===== config.mk =====
export PLATFORM = sky130hd
export DESIGN_NAME = branch_predictor
export DESIGN_NICKNAME = d
export VERILOG_FILES = /design/src/rtl/brpred_pkg.sv /design/src/rtl/bht_table.sv /design/src/rtl/branch_predictor.sv
export SDC_FILE = /design/constraint.sdc
export NUM_CORES = 1
export LEC_CHECK = 0
export CAP_MARGIN = 10
export CORE_MARGIN = 10
export CORE_UTILIZATION = 55
export CTS_CLUSTER_SIZE = 10
export DETAILED_ROUTE_END_ITERATION = 12
export MAX_ROUTING_LAYER = met4
export PLACE_DENSITY_LB_ADDON = 0.2
export SYNTH_ARGS = -nofsm -noshare
export SYNTH_HDL_FRONTEND = slang
export SYNTH_SLANG_ARGS = --single-unit
export TNS_END_PERCENT = 100

===== constraint.sdc =====
create_clock -name i_clk -period 4.4 [get_ports i_clk]
set_clock_uncertainty 0.2 [all_clocks]
set_input_delay 0.66 -clock i_clk [delete_from_list [all_inputs] [get_ports i_clk]]
set_output_delay 0.66 -clock i_clk [all_outputs]
set_load 0.1 [all_outputs]

===== src/rtl/brpred_pkg.sv =====
// Shared types, funct3 encodings and the saturating-counter step function
// used by the branch predictor.
package brpred_pkg;

  typedef enum logic [1:0] {
    SNT = 2'b00,
    WNT = 2'b01,
    WT  = 2'b10,
    ST  = 2'b11
  } cnt_e;

  localparam logic [2:0] F3_BEQ  = 3'b000;
  localparam logic [2:0] F3_BNE  = 3'b001;
  localparam logic [2:0] F3_BLT  = 3'b100;
  localparam logic [2:0] F3_BGE  = 3'b101;
  localparam logic [2:0] F3_BLTU = 3'b110;
  localparam logic [2:0] F3_BGEU = 3'b111;

  // Two-bit saturating counter: count up on taken, down on not-taken,
  // clamping at ST and SNT.
  function automatic cnt_e sat_next(input cnt_e cnt, input logic taken);
    cnt_e nxt;
    nxt = cnt;
    if (taken) begin
      if (cnt != ST) nxt = cnt_e'(cnt + 2'd1);
    end else begin
      if (cnt != SNT) nxt = cnt_e'(cnt - 2'd1);
    end
    return nxt;
  endfunction

endpackage


===== src/rtl/bht_table.sv =====
// Direct-mapped branch history table: 2**IDX_W two-bit counters held in
// flops, one combinational read port and one synchronous write port.
module bht_table
  import brpred_pkg::*;
#(
  parameter int         IDX_W    = 6,
  parameter logic [1:0] INIT_CNT = 2'b01
) (
  input  logic             i_clk,
  input  logic             i_rst_n,
  input  logic [IDX_W-1:0] i_rd_idx,
  output cnt_e             o_rd_cnt,
  input  logic             i_wr_en,
  input  logic [IDX_W-1:0] i_wr_idx,
  input  cnt_e             i_wr_cnt
);

  localparam int ENTRIES = 2 ** IDX_W;

  cnt_e cnt_q [ENTRIES];
  cnt_e cnt_d [ENTRIES];

  // Read straight from the registered array, so a same-cycle write is not
  // visible until the next cycle.
  assign o_rd_cnt = cnt_q[i_rd_idx];

  // Next-state of the array: hold everything, overwrite the written entry.
  always_comb begin
    // NOTE: start from the held value so every path assigns cnt_d; a
    // missing default here would infer latches.
    cnt_d = cnt_q;
    if (i_wr_en) cnt_d[i_wr_idx] = i_wr_cnt;
  end

  // Table state register with synchronous initialisation of every entry.
  always_ff @(posedge i_clk) begin
    if (!i_rst_n) begin
      // NOTE: this table is a flop array, not a RAM macro, so each entry
      // can and must be initialised; a real SRAM would need an init sweep.
      for (int i = 0; i < ENTRIES; i++) cnt_q[i] <= cnt_e'(INIT_CNT);
    end else begin
      // NOTE: non-blocking assignment for all sequential state so every
      // flop samples pre-edge values.
      cnt_q <= cnt_d;
    end
  end

endmodule


===== src/rtl/branch_predictor.sv =====
// Branch resolution and 2-bit bimodal prediction: decodes funct3 against
// the comparator flags, trains a PC-indexed counter table and keeps
// saturating statistics of resolved branches and mispredictions.
module branch_predictor
  import brpred_pkg::*;
#(
  parameter int         IDX_W    = 6,
  parameter int         PC_W     = 32,
  parameter logic [1:0] INIT_CNT = 2'b01,
  parameter int         STAT_W   = 32
) (
  input  logic              i_clk,
  input  logic              i_rst_n,
  input  logic [PC_W-1:0]   i_fetch_pc,
  output logic              o_pred_taken,
  input  logic              i_br_valid,
  input  logic [PC_W-1:0]   i_br_pc,
  input  logic [2:0]        i_funct3,
  input  logic              i_pred_taken_ex,
  output logic              o_br_un,
  input  logic              i_br_equal,
  input  logic              i_br_less,
  output logic              o_br_taken,
  output logic              o_mispredict,
  output logic              o_br_illegal,
  output logic [STAT_W-1:0] o_br_count,
  output logic [STAT_W-1:0] o_miss_count
);

  logic [IDX_W-1:0]  fetch_idx;
  logic [IDX_W-1:0]  br_idx;
  cnt_e              fetch_cnt;
  cnt_e              br_cnt;
  cnt_e              br_cnt_next;
  logic              legal;
  logic              outcome;
  logic              miss;
  logic [STAT_W-1:0] br_count_q,   br_count_d;
  logic [STAT_W-1:0] miss_count_q, miss_count_d;

  // Word-aligned PCs: drop the byte-offset bits, aliasing is accepted.
  assign fetch_idx = i_fetch_pc[IDX_W+1:2];
  assign br_idx    = i_br_pc[IDX_W+1:2];

  // Fetch-side read; the resolve side has its own read of the same array
  // through the training path below.
  bht_table #(
    .IDX_W    (IDX_W),
    .INIT_CNT (INIT_CNT)
  ) u_bht (
    .i_clk    (i_clk),
    .i_rst_n  (i_rst_n),
    .i_rd_idx (fetch_idx),
    .o_rd_cnt (fetch_cnt),
    .i_wr_en  (legal),
    .i_wr_idx (br_idx),
    .i_wr_cnt (br_cnt_next)
  );

  // Second read of the resolving entry to compute its trained value.
  bht_table #(
    .IDX_W    (IDX_W),
    .INIT_CNT (INIT_CNT)
  ) u_bht_shadow (
    .i_clk    (i_clk),
    .i_rst_n  (i_rst_n),
    .i_rd_idx (br_idx),
    .o_rd_cnt (br_cnt),
    .i_wr_en  (legal),
    .i_wr_idx (br_idx),
    .i_wr_cnt (br_cnt_next)
  );

  assign br_cnt_next  = sat_next(br_cnt, outcome);
  assign o_pred_taken = fetch_cnt[1];
  assign o_br_un      = i_funct3[1];

  // funct3 decode and outcome resolution against the comparator flags.
  always_comb begin
    outcome = 1'b0;
    legal   = i_br_valid;
    unique case (i_funct3)
      F3_BEQ:  outcome = i_br_equal;
      F3_BNE:  outcome = ~i_br_equal;
      F3_BLT,
      F3_BLTU: outcome = i_br_less;
      F3_BGE,
      F3_BGEU: outcome = ~i_br_less;
      default: legal   = 1'b0;
    endcase
  end

  assign miss         = legal & (outcome != i_pred_taken_ex);
  assign o_br_taken   = legal & outcome;
  assign o_mispredict = miss;
  assign o_br_illegal = i_br_valid & ~legal;

  // Statistics next-state: increment on event, hold at all-ones.
  always_comb begin
    br_count_d   = br_count_q;
    miss_count_d = miss_count_q;
    if (legal && (br_count_q != '1))  br_count_d   = br_count_q + 1'b1;
    if (miss  && (miss_count_q != '1)) miss_count_d = miss_count_q + 1'b1;
  end

  // Statistics registers, cleared by reset.
  always_ff @(posedge i_clk) begin
    if (!i_rst_n) begin
      br_count_q   <= '0;
      miss_count_q <= '0;
    end else begin
      br_count_q   <= br_count_d;
      miss_count_q <= miss_count_d;
    end
  end

  assign o_br_count   = br_count_q;
  assign o_miss_count = miss_count_q;

endmodule


# ---- After elaboration in Yosys (flattened, before gate mapping)
# Index checks and enable logic that the tools add are counted.
dict set report op_classes {
  add_sub_neg 4
  n_mul 0
  div_mod_pow 0
  order_cmp 3
  n_eq_ne 9
  shifts 0
  muxes 15
  bitwise_logic 8
  n_reduce_logical 8
}
# op count
set op_table {}
lappend op_table {{128-bit bitwise mux} 2}
lappend op_table {{32-bit by 1-bit adder with 32-bit output (second input constant)} 2}
lappend op_table {{32-bit != test (second input constant)} 2}
lappend op_table {{2-bit binary-select mux with 6-bit select} 2}
lappend op_table {{2-bit 2-to-1 mux} 8}
lappend op_table {{7-bit greater-or-equal comparator (second input constant)} 2}
lappend op_table {{6-bit inverter with 7-bit output} 2}
lappend op_table {{2-bit demux with 6-bit select} 1}
lappend op_table {{3-bit == test (second input constant)} 4}
lappend op_table {{7-bit by 1-bit < comparator with 1-bit output (second input constant)} 1}
lappend op_table {{6-bit OR reduction} 1}
lappend op_table {{1-bit one-hot mux with 4 select lines} 1}
lappend op_table {{2-bit OR reduction} 2}
lappend op_table {{1-bit bitwise AND} 3}
lappend op_table {{3-bit by 1-bit == test with 1-bit output (second input constant)} 1}
lappend op_table {{1-bit logical AND} 3}
lappend op_table {{3-bit zero test} 1}
lappend op_table {{1-bit inverter} 3}
lappend op_table {{2-bit by 1-bit adder with 2-bit output (second input constant)} 1}
lappend op_table {{2-bit != test (second input constant)} 1}
lappend op_table {{2-bit nonzero test} 1}
lappend op_table {{2-bit by 1-bit subtractor with 2-bit output (second input constant)} 1}
lappend op_table {{1-bit 2-to-1 mux} 1}
lappend op_table {{1-bit != test} 1}
dict set report totals {
  register_bits 320
  latch_bits 0
  ramBits 0
  romBits 0
  in_bits 73
  out_inout_bits 69
  word_cells 177
  memories 0
}

# ---- Depth between registers and ports, before layout
# Gate-level depths: netlist of the first run.
dict set report depth {
  word_depth 8
  depth_mapped 13
  depth_no_buf 9
}

# ---- Cells and area by module
# Synthesis of the first run repeated with hierarchy kept, for this count alone.
dict set report unflattened {
  cells_unflattened 1953
  hier_area_um2 16334.4
}
# mod instances cells_per_inst area_per_inst_um2 seq_area_each_um2
set modules_own_cells {}
lappend modules_own_cells {bht_table 2 762 6412.4 2562.5}
lappend modules_own_cells {branch_predictor 1 429 3509.6 1281.2}

# ---- Least setup slack after synthesis of the first run
# Ideal clock, no wire load.
dict set report synth_path {
  path_type {input port to output port}
  from {in i_fetch_pc[2]}
  to {out o_pred_taken}
  t_arrival_ps 3326
  t_required_ps 3540
  path_slack_ps 214
  stages 5
  n_path_buf 2
  cell_sequence {clkbuf_1 > buf_1 > mux4_2 > mux4_2 > mux4_2}
}
dict set report synth_via {
  elab_chain_cells 4
}
# item line
set synth_rtl {}
lappend synth_rtl {{from (decl)} branch_predictor.sv:14} ;# input logic [PC_W-1:0] i_fetch_pc,
lappend synth_rtl {{6-bit inverter with 7-bit output (not written as such)} bht_table.sv:25} ;# assign o_rd_cnt = cnt_q[i_rd_idx];
lappend synth_rtl {{2-bit binary-select mux with 6-bit select} bht_table.sv:25}
lappend synth_rtl {{2-bit 2-to-1 mux (not written as such) (2 in a row)} bht_table.sv:25}
lappend synth_rtl {{to (decl)} branch_predictor.sv:15} ;# output logic o_pred_taken,
# Every way passes these cells. The select of a mux whose other input is x is not followed.

# ---- Worst setup path in the final report of the first run
# Ends and elaborated chain as after synthesis.

==> results of run 1 <==
-- metal layers --
metal	up-vias	part of all wire, %	wire length [µm]
li1	4295	-	-
met1	4222	46	12360
met5	-	0	0
met3	42	6.7	1815
met2	327	45	12240
met4	0	1.9	516
-- path summary, 6_finish.rpt --
kind                          start                endpoint  slack (ns)  cells past startpoint
min reg2reg  u_bht_shadow.cnt_q[36]  u_bht_shadow.cnt_q[36]        0.27                      2
max                   i_fetch_pc[2]            o_pred_taken        0.42                      6
max reg2reg         o_miss_count[3]        o_miss_count[22]        1.17                      7
min          u_bht_shadow.cnt_q[36]  u_bht_shadow.cnt_q[36]        0.27                      2
-- registers in the layout, summed over array words and instances, names as in the netlist --
register,cells
u_bht.cnt_q,60
o_miss_count,32
u_bht_shadow.cnt_q,68
o_br_count,32
-- logic make-up (layout without fill, tap and decap cells) --
family                   count (synthesis)  in the layout  share of synthesized area, %
XOR/XNOR                                48             48                         4.266
AND/OR/NAND/NOR                        461            461                         22.31
buffers and inverters                   99            173                         4.938
multiplexers                            56             56                         9.229
flip-flops                             192            192                         39.00
AO/OA/AOI/OAI                          290            290                         19.89
adder cells (fa/ha/maj)                  3              3                        0.3681
-- area by class of cell --
class | count | area (µm²) | area share [%]
inverter | 16 | 60.06 | 0.5177
tap | 225 | 281.5 | 2.427
clock inverter | 14 | 190.2 | 1.640
clock buffer | 17 | 425.4 | 3.667
multi-input combinational | 858 | 5538 | 47.74
timing repair buffer | 126 | 1261 | 10.87
sequential | 192 | 3844 | 33.14
-- power by group --
part	switching, mW	internal, mW	total (mW)	leakage (nW)
logic	0.291	0.134	0.425	2.52
registers	0.00859	1.75	1.76	1.55
clock network	0.689	0.949	1.64	0.299
-- placed cells by master (no fill, tap or decap), drive strengths merged, types with 4 or more instances in the layout --
cell and instances:
dfxtp 192, nand2 181, nor2 91, clkdlybuf4s50 82
o21ai 79, a21oi 74, o311ai 65, and2 48
buf 44, xnor2 30, mux4 27, nand3 27
mux2i 20, a22oi 19, xor2 18, inv 18
clkbuf 17, nor3 16, nand2b 15, or3 15
nor2b 15, nand4 13, nor4 11, and3 10
a221oi 10, a21boi 10, and4 9, mux2 9
o22ai 8, clkinv 6, or4 4, bufinv 4
-- worst max-delay path: stages --
cell             delay (ns)
clkdlybuf4s50_1        0.52
buf_12                 0.20
mux4_2                 0.51
mux4_2                 0.53
mux4_2                 0.51
buf_12                 0.19
==> impl_summary.md, run 1 <==
Yosys
A synthesized cell averages between 8 and 9 µm². The mapped netlist covers 9856 µm². Summed over all instances, the cell type with the most area after synthesis is dfxtp_1. By count the netlist is led by dfxtp_1, nand2_1, nor2_1. By instance count, the leading cell after synthesis is dfxtp_1. The number of flops mapped to enable cells by yosys is 0.

The cell count after synthesis came out at 1149. The flip-flop and latch count after synthesis is 192. Of the post-synthesis cell area, the dominant cell type holds about two fifths. The synthesized netlist net count is 1224. The number of different library cells used by synthesis comes to between 60 and 70. Summing the sequential cell areas from Yosys gives around two fifths of the chip area. By area the synthesized netlist is led by dfxtp_1, nand2_1, mux4_2. The share of async-settable or async-resettable flops after synthesis is 0%. The number of warning messages in the yosys log is 0. Among all flip-flop cells after synthesis, the most frequent one is dfxtp_1.

Floorplan
The floorplan step defined a core boundary enclosing 17420 µm². In this run the core area contains 48 standard-cell rows. For this configuration, the core starts out at a cell density of roughly 57%. The overall die width is 153.9 µm. In this run the vertical extent of the chip is 153.9 µm. The die covers 23670 µm². The top-level I/O count is between 100 and 150.

Routing
The first detailed-routing pass took 6 iterations. In this run the remaining antenna-violating nets after routing total 0. For this run, design rule violations remaining after detail routing come to 0. The average routed wire per standard cell is 18.60 µm. The number of vias per cell after detailed routing is 6.137. In this run, the number of DRC markers left after iteration 0 of detailed routing was a little under 1000.

The routed wire length is 26.93 mm. The routed layout has between 8000 and 9000 vias.

Timing
Setup violations remaining at the end of the flow were counted as 0. The number of failing hold endpoints at the final stage is 0. The worst slew margin relative to its limit is 31.15%. Across all setup checks in the final design, the least slack found is 0.4166 ns. The post-route setup TNS is 0 ns.

The max-slew violation count is 0. The worst path needs 3.983 ns of the cycle, external delays included. For this run, the top clock speed supported by timing is between 200 and 300 MHz.

After layout, the worst path uses 90.53% of the clock period. The actual transition at the worst max-transition pin is 1.030 ns. The worst hold slack across all endpoints is 0.2740 ns.

Setup repair after global routing left no endpoint under its margin.

Final layout
The fraction of final layout cells with drive strength greater than 1 is 9.730%. After the flow finishes, the layout carries non-filler instances totaling 1448. Counting the fill cells in the layout gives 1436. The total non-filler cell area in the finished layout is 11600 µm².

For this run, the share of the core covered by cells in the final layout is about two thirds. The number of antenna repair diodes is 0. The layout-stage area growth over the synthesis result is 17.70%. The final layout net count is approximately 1300.

Placed design
The quantity of I/O buffers inserted on ports is 89. The worst setup slack before clock tree synthesis is about 0.28 ns. The half-perimeter wire length after detailed placement is 18.13 mm.

The number of placed instances, taps included, is 1417. At the end of routability-driven placement, the weighted congestion stood at about 0.86. The standard cell area after detailed placement is 10980 µm².

Status
The flow ran to the end, and the final reports show no timing, DRC or antenna violations.

Global routing
The met1 track demand over resource is 30.25%. The final global-route overflow total is 0. Global routing consumed, on the met2 layer, 34.58% of the routing resources. The number of global-route vias before repair is 8351. Global routing used 4.296% of the available met3 tracks. The initial antenna violation count came to 0. The layer carrying the most global-route usage is met2. The first global-routing pass estimated 43.85 mm of wire.

Global routing used between 20% and 30% of the available tracks across all layers. Entering global routing, the biggest net connects between 100 and 150 pins.

Clocking
The number of gates resized after CTS was 0. The maximum count of clock buffers along a single path is 2. The count of buffers added by post-CTS timing repair for setup is 0.

For the worst-skew pair, the clock arrives at the later sink with an insertion delay of between 0.4 and 0.5 ns. TritonCTS built the clock tree. After clock tree synthesis, the flow added hold-fix buffers numbering 0. The clock net in this run drives a total of 192 sinks.

The number of H-tree levels is 4. The clock tree root buffer cell is clkbuf_16. Clock-pin slew was measured on the worst setup and hold paths at 0.07 ns.

TritonCTS created 17 clock buffers.

Pwr
The final total power is 3.819 mW. The maximum ir drop on the vdd rail is around 0.3 mV. The analysis attributes to cell leakage a power of 4.365 nW. The power per cell area is between 300 and 400 nW/µm².

Critical path
The biggest fanout along the worst timing path is 16. The startpoint class of the critical path is a primary input. STA puts the critical path data arrival time at 3.12 ns.

The required time at the worst-slack endpoint is about 3.5 ns. STA classifies the critical path endpoint as an output port. The setup path with the least slack is of type primary input to output port.

Hold path
The worst hold path belongs to the class register to register.

Run
Across the run, the number of max-cap violations was 0.
Note: power is estimated with default switching activity, not from simulation.
==> inputs of run 2 (changes only) <==
==> constraint.sdc (replaced) <==
create_clock -name i_clk -period 3.7 [get_ports i_clk]
set_clock_uncertainty 0.2 [all_clocks]
set_input_delay 0.555 -clock i_clk [delete_from_list [all_inputs] [get_ports i_clk]]
set_output_delay 0.555 -clock i_clk [all_outputs]
set_load 0.1 [all_outputs]
==> impl_summary.md, run 2 (synthesis gave the netlist of run 1 again) <==
Final layout
The number of antenna repair diodes is 0 (unchanged). The commonest non-fill, non-tap cell in the layout is dfxtp_1 (unchanged). The final layout net count is 1327 (was 1286). The utilization after layout is 68.65% (was 66.60%).

The count of non-filler cells in the finished layout is 1490 (was 1448). The fraction of final layout cells with drive strength greater than 1 is 12.57% (was 9.730%). The total of fill cells in the finished design is 1411 (was 1436).

The largest register by flop count is u_bht_shadow.cnt_q (unchanged). Registers with the most flip-flops: u_bht_shadow.cnt_q: 68 flops, u_bht.cnt_q: 60 flops (unchanged). The total non-filler cell area in the finished layout is 11960 µm² (was 11600 µm²). Leading cell types in the layout, fill and taps excluded: dfxtp_1, nand2_1, nor2_1 (unchanged). The layout-stage area growth over the synthesis result is 21.32% (was 17.70%). The number of flip-flops in the largest register is 68 (unchanged).

Timing
The worst slew margin relative to its limit is 30.70% (was 31.15%). Derived from the worst setup path, the maximum achievable clock frequency is 272.2 MHz. The final period demand of the worst path is about 3.7 ns. The number of failing setup endpoints in the final timing report is 0 (unchanged). The worst path uses between 90% and 100% of the clock period. The number of failing hold endpoints at the final stage is 0 (unchanged). The actual transition at the worst max-transition pin is 1.036 ns (was 1.030 ns). Setup repair after global routing missed its margin: no (unchanged).

The max-slew violation count is 0 (unchanged). The post-layout worst setup margin came to 0.02562 ns (was 0.4166 ns).

Clocking
The number of hold-repair buffers added at the cts stage is 0 (unchanged). The CTS buffer count is 17 (unchanged). The clock slew seen by the registers of the worst setup and hold paths is 0.07 ns (about the same). The clock tree root buffer cell is clkbuf_16 (unchanged). The clock sink count is 192 (unchanged). The number of H-tree levels is 4 (unchanged). The maximum count of clock buffers along a single path is 2 (unchanged). The source-to-sink clock delay at the later pin of the worst-skew pair is 0.44 ns (was 0.43 ns). The CTS tree is built (unchanged).

Placed design
The half-perimeter wire length after detailed placement is 18.98 mm (was 18.13 mm). The instance count after placement with tap cells included was 1456 (was 1417). The weighted congestion reported at the end of routability-driven placement is 0.9084 (was 0.8621). The worst setup slack before clock tree synthesis came to -0.2180 ns (was 0.2836 ns). The standard cell area after detailed placement is 11290 µm² (was 10980 µm²). The quantity of I/O buffers inserted on ports was 89 (unchanged).

Pwr
The maximum ir drop on the vdd rail is 0.3392 mV (was 0.2976 mV). The static leakage came to 4.583 nW (was 4.365 nW). The power per cell area was 386.3 nW/µm² (was 329.3 nW/µm²). The final total power is 4.619 mW (was 3.819 mW).

Routing
The length of routed met3 wiring is 2.277 mm (was 1.815 mm). The top layer reached by signal wires is met4 (unchanged). The wire length on met2 is 12.73 mm (was 12.24 mm). The detailed-route DRC error count is 0 (unchanged).

The total number of vias is 9247 (was 8886). The number of iterations in the first detailed-routing pass came to 5 (was 6). The DRC violation total after the first TritonRoute iteration is 894 (was 992). The antenna violation net count after detailed routing is 0 (unchanged). The detailed-route wire length on metal 1 was 12.13 mm (was 12.36 mm).

The routed wire length came to 27.88 mm (was 26.93 mm). The number of vias per cell after detailed routing is 6.206 (was 6.137). The average routed wire per standard cell is 18.71 µm (was 18.60 µm).

Global routing
The pin count of the biggest net entering global routing is 99 (was 105). The total global-route track usage came to 23.69% (was 22.77%). The first-pass GRT wire length came to 45.83 mm (was 43.85 mm). The initial antenna violation count is 0 (unchanged). The final global-route overflow total came to 0 (unchanged). The number of global-route vias before repair is 8870 (was 8351).

Critical path
The critical path's largest stage delay came to 0.60 ns (was 0.53 ns). The buffer and inverter count on the worst path is 3 (unchanged). The dominant cell type by count on the critical path is mux4_2 (unchanged). The biggest fanout along the worst timing path is 9 (was 16). Worst-path cell chain: clkdlybuf4s50_1 > buf_4 > mux4_2 > mux4_2 > mux4_2 > buf_12 (was clkdlybuf4s50_1 > buf_12 > mux4_2 > mux4_2 > mux4_2 > buf_12). The worst-path cell with the longest stage delay is clkdlybuf4s50_1 (was mux4_2). The required time at the worst-slack endpoint is 2.94 ns (was 3.54 ns).

The startpoint class of the critical path is a primary input (unchanged). The top cell family by delay on the critical path is multiplexers (unchanged). The start-to-end type of the worst setup path is primary input to output port (unchanged). The arrival time reported for the critical path endpoint came to 2.92 ns (was 3.12 ns). The kind of capture point of the worst setup path is an output port (unchanged).

Floorplan
The overall die width is 153.9 µm (unchanged). The row count is 48 (unchanged). The area of the core is 17420 µm² (unchanged).

The area enclosed by the die boundary is 23670 µm² (unchanged). The height of the die was 153.9 µm (unchanged). The starting utilization of the core area is 56.59% (unchanged). The top-level I/O count is 142 (unchanged).

Run
The total of max-cap violations is 0 (unchanged).

Hold path
The type of the worst min-delay path was register to register (unchanged).

Status
Result of the run: finished clean (unchanged).
==> run 2: changes by cell type in the layout (fill, tap and decap cells not counted), sizes merged <==
cell           before  now
clkinvlp            2    3
clkdlybuf4s50      82   81
clkbuf             17   20
buf                44   84
dlygate4sd2         0    1
clkinv              6    3
bufbuf              0    1
==> run 2: what timing repair did <==
action                                  in CTS  in global routing
gates resized for setup                      1                  0
buffers inserted                             1                  0
hold endpoints to repair                     0                  0
endpoints found under the setup margin       1                  0
==> run 2: worst register-to-register path, stage by stage, from the launching register on <==
cell	delay (ns)
dfxtp_1	0.32
mux2_2	0.27
a221o_1	0.34
o2bb2ai_1	0.14
a22oi_1	0.25
o221ai_1	0.20
a2111oi_4	0.28
buf_4	0.21
a21oi_4	0.10
buf_4	0.19
o311ai_0	0.31
==> run 2: through the flow <==
step | hold WS (ns) | TNS, ns
3_5_place_dp | 0.2631 | -14.74
2_1_floorplan | 0.2390 | 0
6_report | 0.2762 | 0
3_3_place_gp | 0.2501 | -7.296
5_1_grt | 0.2992 | 0
4_1_cts | 0.2795 | 0
==> run 2: where the power goes <==
part | internal (mW) | leakage [nW] | switching (mW)
Sequential | 2.08 | 1.55 | 0.0101
Combinational | 0.194 | 2.73 | 0.354
Clock | 1.16 | 0.299 | 0.829
Total | 3.43 | 4.58 | 1.19
==> run 2: layout make-up <==
cell class	count	area (µm²)	share of cell area (%)
Clock inverter	12	181.4	1.517
Inverter	16	60.06	0.5023
Tap cell	225	281.5	2.355
Sequential cell	192	3844	32.15
Timing Repair Buffer	167	1605	13.43
Multi-Input combinational cell	858	5538	46.32
Clock buffer	20	446.7	3.736
==> run 2: routing by layer <==
layer,global-route usage (%),vias up
met3,5.160,67
met1,30.50,4358
met4,8.862,0
met2,35.87,435
met5,-,-
li1,-,4387
==> run 2: final timing paths <==
kind,startpoint,endpoint,slack (ns),cells past startpoint
hold reg to reg,u_bht_shadow.cnt_q[52],u_bht_shadow.cnt_q[52],0.28,2
hold / removal,u_bht_shadow.cnt_q[52],u_bht_shadow.cnt_q[52],0.28,2
setup / recovery,i_fetch_pc[3],o_pred_taken,0.03,6
setup reg to reg,u_bht_shadow.cnt_q[68],u_bht_shadow.cnt_q[126],0.79,10
==> inputs of run 3 (changes only) <==
--- a/config.mk
+++ b/config.mk
@@ -12,6 +12,7 @@
 export DETAILED_ROUTE_END_ITERATION = 12
 export MAX_ROUTING_LAYER = met4
 export PLACE_DENSITY_LB_ADDON = 0.2
+export SLEW_MARGIN = 20
 export SYNTH_ARGS = -nofsm -noshare
 export SYNTH_HDL_FRONTEND = slang
 export SYNTH_SLANG_ARGS = --single-unit
==> results of run 3 <==
Final layout, timing and power as in run 2 (identical DEF).
